`src/rtl/pri_encoder_rr.sv`:
```
// pri_encoder_rr: registered priority encoder for active-low request lines.
// A winning request index is captured and held as a grant until the consumer
// acknowledges it. Two priority modes are available:
//   RR_MODE = 0 : fixed priority, the highest active index wins.
//   RR_MODE = 1 : round-robin priority. The search starts at pointer P and
//                 moves downward, wrapping from 0 to N-1. After a grant is
//                 acknowledged, P moves to the index just below that grant.
// oEO is a registered "enabled but nothing requested" flag, used when
// several encoders are cascaded.
`timescale 1ns/1ps

module pri_encoder_rr #(
    parameter int N       = 8,           // number of request lines, 2..32
    parameter int W       = $clog2(N),   // index width; derived, leave at default
    parameter int RR_MODE = 0            // 0 = fixed priority, 1 = round-robin
) (
    input  logic         iClk,
    input  logic         iRst,    // synchronous, active-high
    input  logic         iEI,     // active-low enable
    input  logic [N-1:0] iData,   // active-low request lines
    input  logic         iAck,    // grant acknowledge
    output logic [W-1:0] oData,   // index of the granted request
    output logic         oValid,  // oData holds a live grant
    output logic         oEO      // active-low: enabled with no request
);

    typedef enum logic {
        IDLE  = 1'b0,
        GRANT = 1'b1
    } state_e;

    state_e         state_q, state_d;
    logic [W-1:0]   data_q,  data_d;
    logic           valid_q, valid_d;
    logic           eo_q,    eo_d;
    logic [W-1:0]   ptr_q,   ptr_d;

    logic [N-1:0]   req;
    logic [W-1:0]   search_start;
    logic           win_found;
    logic [W-1:0]   win_idx;
    int             j;

    assign req = ~iData;

    // Winner search: walk downward from the start index, wrapping past 0 to
    // N-1, and keep the first active request. Fixed mode always starts at
    // N-1, which reduces the walk to a plain highest-index-wins encoder.
    always_comb begin
        // NOTE: every variable written here gets a default first, so no path
        // leaves a value unassigned and no latch is inferred.
        search_start = (RR_MODE != 0) ? ptr_q : W'(N - 1);
        win_found    = 1'b0;
        win_idx      = '0;
        j            = 0;
        for (int k = 0; k < N; k++) begin
            j = int'(search_start) - k;
            if (j < 0) begin
                j = j + N;
            end
            if (!win_found && req[j]) begin
                win_found = 1'b1;
                win_idx   = W'(j);
            end
        end
    end

    // Next-state and output logic for the IDLE/GRANT controller.
    always_comb begin
        state_d = state_q;
        data_d  = data_q;
        valid_d = valid_q;
        ptr_d   = ptr_q;
        // oEO tracks the inputs on every edge, whatever the controller state.
        eo_d    = iEI | ~(&iData);

        case (state_q)
            IDLE: begin
                // An acknowledge seen while idle is ignored.
                if (!iEI && win_found) begin
                    data_d  = win_idx;
                    valid_d = 1'b1;
                    state_d = GRANT;
                end
            end
            GRANT: begin
                // Request and enable changes are ignored while a grant is held.
                if (iAck) begin
                    valid_d = 1'b0;
                    state_d = IDLE;
                    if (RR_MODE != 0) begin
                        ptr_d = (data_q == '0) ? W'(N - 1) : data_q - W'(1);
                    end
                end
            end
            default: begin
                state_d = IDLE;
                valid_d = 1'b0;
            end
        endcase
    end

    // State register with synchronous reset. Reset abandons any grant in
    // flight and does not advance the pointer.
    always_ff @(posedge iClk) begin
        // NOTE: non-blocking assignments, so every register samples the
        // values from before this edge regardless of statement order.
        if (iRst) begin
            state_q <= IDLE;
            data_q  <= '0;
            valid_q <= 1'b0;
            eo_q    <= 1'b1;
            ptr_q   <= W'(N - 1);
        end else begin
            state_q <= state_d;
            data_q  <= data_d;
            valid_q <= valid_d;
            eo_q    <= eo_d;
            ptr_q   <= ptr_d;
        end
    end

    assign oData  = data_q;
    assign oValid = valid_q;
    assign oEO    = eo_q;

endmodule

```
`config.mk`:
```
export PLATFORM = sky130hd
export DESIGN_NAME = pri_encoder_rr
export DESIGN_NICKNAME = d
export VERILOG_FILES = /design/src/rtl/pri_encoder_rr.sv
export SDC_FILE = /design/constraint.sdc
export NUM_CORES = 1
export LEC_CHECK = 0
export BUFFER_PORTS_ARGS = -buffer_cell sky130_fd_sc_hd__buf_2
export CELL_PAD_IN_SITES_DETAIL_PLACEMENT = 1
export CELL_PAD_IN_SITES_GLOBAL_PLACEMENT = 1
export CORE_AREA = 2 2 39 41
export CTS_BUF_LIST = sky130_fd_sc_hd__clkbuf_2
export CTS_CLUSTER_DIAMETER = 150
export DETAILED_ROUTE_END_ITERATION = 10
export DIE_AREA = 0 0 41 43
export PLACE_DENSITY_LB_ADDON = 0.2
export SYNTH_ARGS = -nofsm -noshare
export SYNTH_HDL_FRONTEND = slang
export SYNTH_SLANG_ARGS = --single-unit
```
`constraint.sdc`:
```
create_clock -name iClk -period 1.2 [get_ports iClk]
set_input_delay 0.18 -clock iClk [delete_from_list [all_inputs] [get_ports iClk]]
set_output_delay 0.18 -clock iClk [all_outputs]
set_load 0.005 [all_outputs]
```
======== Word level (Yosys, flattened, before mapping) ========
Index checks and enable logic that the tools add are counted.
word-level totals
  input port bits ......................... 12
  output and inout bits ................... 5
  word-level logic and storage cells ...... 51
  bits in registers ....................... 6
cells by class
  bitwise logic cells ..................... 4
  equality and inequality tests ........... 2
  multiplexer cells ....................... 22
  reduce and logical (&&, ||, !) cells .... 19
operators by type and width
  kind                  number
  $mux W3               8
  $mux W1               12
  $logic_and A1 B1 Y1   8
  $logic_not A1 Y1      8
  $not A8 Y8            1
  $reduce_and A8 Y1     1
  $ne A2 B2 Y1 const B  2
  $pmux W1 S2           2
  $reduce_and A2 Y1     2
  $not A1 Y1            2
  $or A1 B1 Y1          1

======== Depth between registers and ports, before layout ========
  depth in word-level cells ............... 26
  mapped depth ............................ 4
  gate-level depth less buffers ........... 4

======== Worst setup path after synthesis ========
Ideal clock, no wire load.
  path type ............................... reg-to-reg
  start ................................... register state_q
  end ..................................... register data_q[0] (netlist: oData[0])
  setup time .............................. 0.091 ns
  arrival time ............................ 0.903 ns
  period minus slack after synthesis ...... 0.994 ns
  data required time ...................... 1.109 ns
  path slack .............................. 0.206 ns
  cell stages (with the launch flop) ...... 5
  buffers on the path ..................... 0
  cells stage by stage .................... dfxtp_1 -> nor2_4 -> a21boi_4 -> nor2_2 -> a311oi_1
between the ends
  cells in the longest elaborated chain, start to end .. 2
ends and longest elaborated chain
  item                                RTL line  text
  from (decl)                         32        state_e state_q, state_d;
  from (signal assigned)              115       state_q <= state_d;
  $not A1 Y1                          n/a
  $reduce_and A2 Y1 (no source line)  n/a
  to (signal assigned)                116       data_q <= data_d;
  to (decl)                           33        logic [W-1:0] data_q, data_d;
No other way between the ends.
A chain may end at the register's enable or synchronous reset.

======== Worst setup path after layout ========
Same ends and word-level chain as after synthesis.

==> results.sh <==
export IMPL_status="finished, final reports clean"
export IMPL_dp_worst_setup_slack_ns=0.0968
export IMPL_io_pins=17
export IMPL_cts_num_sinks=6
export IMPL_yosys_area_top_type="dfxtp_1"
export IMPL_power_density_nw_per_um2=1100
export IMPL_ys_ff_latch=6
export IMPL_cts_buffer_depth=2
export IMPL_p_leak_uw=0.000204
export IMPL_die_y_um=43
export IMPL_synthTopCellsByCount="dfxtp_1, nand2_1, a21oi_1, nor2_1, inv_1"
export IMPL_cts_htree_levels=1
export IMPL_tightest_slew_ns=0.214
export IMPL_fill_cells=183
export IMPL_post_cts_buffers=0
export IMPL_worstPathMaxFanout=5
export IMPL_drt_iter0_drc=1
export IMPL_syn_to_final_growth_pct=41.7
export IMPL_cp_data_arrival_time_ns=1.20
export IMPL_fin_crit_ns=1.07
export IMPL_rows=14
export IMPL_fmax_mhz=934
export IMPL_cts_root_buf="clkbuf_2"
export IMPL_final_period_utilization_pct=89.2
export IMPL_post_drt_wl_per_cell_um=10.1
export IMPL_synth_area_per_cell_um2=8.65
export IMPL_synthTopCellsByArea="dfxtp_1, and4_4, a21oi_1"
export IMPL_synth_ff_type="dfxtp_1"
export IMPL_hpwl_um=600
export IMPL_ys_seq_area_share_pct=40.9
export IMPL_hold_class="input pin to register"
export IMPL_finalClockSkew_ns=0.00433
export IMPL_antenna_found_initial=0
export IMPL_numCtsBuffers=3
export IMPL_die_w_um=41
export IMPL_drive_above_1_share_pct=46.3
export IMPL_worstSkewPairLatency_ns=0.22
export IMPL_grt_pass1_wl_um=1090
export IMPL_final_nets=68
export IMPL_die_area_um2=1760
export IMPL_port_buffers=16
export IMPL_syn_inst=34
export IMPL_endpoint_kind="register"
export IMPL_finalHoldViolations=0
export IMPL_vdd_drop_max_v=0.000447
export IMPL_grt_max_degree=7
export IMPL_fin_ws_ns=0.130
export IMPL_async_reset_ff_share_pct=0
export IMPL_rsz0062_at_grt="false"
export IMPL_cts_resized=0
export IMPL_finalSetupViolCount=0
export IMPL_grt_pass1_vias=284
export IMPL_synth_cell_type_count=16
export IMPL_dr_pass1_iters=2
export IMPL_clk_pin_slew_ns=0.07
export IMPL_holdBufCountCts=0
export IMPL_avgViaCountPerCell=4.36
export IMPL_yosysMostFrequentCell="dfxtp_1"
export IMPL_yosysWarnings=0
export IMPL_crit_type="register to register"
export IMPL_required_ns=1.33
export IMPL_yosysTopAreaCellShare_pct=40.9
export IMPL_netlist_area_um2=294
export IMPL_r2r_cells=4
export IMPL_synth_edf_count=0
export IMPL_maxCapViolCount=0
export IMPL_wl_um=705
export IMPL_initial_core_util_pct=21.2
export IMPL_vias=305
export IMPL_synth_nets=46
export IMPL_drcViolationCount=0
export IMPL_grtUsageTotal_pct=9.54
export IMPL_cts_tree="yes"
export IMPL_diodes=0
export IMPL_core_area_um2=1380
export IMPL_gr_total_overflow=0
export IMPL_worstHoldPathCells=2
export IMPL_gp_congestion=0.595
export IMPL_tns_ns=0
export IMPL_final_max_slew_viol_count=0
export IMPL_start_kind="register"
export IMPL_relSlewSlack_pct=85.6
export IMPL_antenna_left=0
cell usage in the layout, fill, tap and decap left out, types with 2 or more instances in the layout:
master    count
clkbuf_2      3
nor2_1        4
nand2_1       5
and4_4        2
buf_2        16
inv_1         3
dfxtp_1       6
a21oi_1       4
sequential cells by signal, summed over array words and instances (netlist names):
name and cells:
oData 3, oEO 1, oValid 1, state_q 1
metrics by stage:
stage          util [%]  hold slack (ns)  total power (µW)  instance area [µm²]  instances
6_report           30.1            0.192               458                  417         70
3_3_place_gp       29.0            0.437               319                  402         67
2_1_floorplan         -            0.249               269                  294         34
4_1_cts            30.1            0.182               469                  417         70
5_1_grt            30.1            0.191               487                  417         70
3_5_place_dp       29.0            0.430               320                  402         67
critical path: stages, from the launching register on:
cell      delay [ns]
dfxtp_1         0.33
nor2_4          0.13
a21boi_4        0.24
nor2_2          0.04
a311oi_1        0.24
kinds of logic after synthesis:
logic type             synth area share [%]
and+or+nand+nor                        28.9
AOI/OAI and AO/OA                      26.4
DFF                                    40.9
buffers and inverters                  3.83
layer usage:
metal / GRT usage, % / share of wire (%) / vias to the layer above
met5: 0 / 0 / -
met4: 2.00 / 0 / 0
li1: - / - / 163
met1: 11.3 / 44 / 128
met2: 12.8 / 44 / 14
met3: 8.38 / 11 / 0
power breakdown:
group | internal (µW) | switching [µW]
Sequential | 214 | 7.88
Clock | 67.9 | 76.4
Combinational | 47.2 | 44.8
Total | 329 | 129
layout make-up:
cell class                 instances  area, µm²  share of cell area (%)
inverter                           3       11.3                    2.70
clock buffer                       3       15.0                    3.60
multi-input combinational         25        163                    39.0
tap                               16       20.0                    4.80
timing repair buffer              17       87.6                    21.0
sequential                         6        120                    28.8
path summary, 6_finish.rpt:
kind / to / start / slack (ns)
worst max-delay path: oData[0] / state_q / 0.13
worst min register to register: oData[2] / oData[2] / 0.48
worst min-delay path: oData[1] / iRst / 0.19
worst max register to register: oData[0] / state_q / 0.13
No activity file was read; power rests on OpenSTA's default activity.
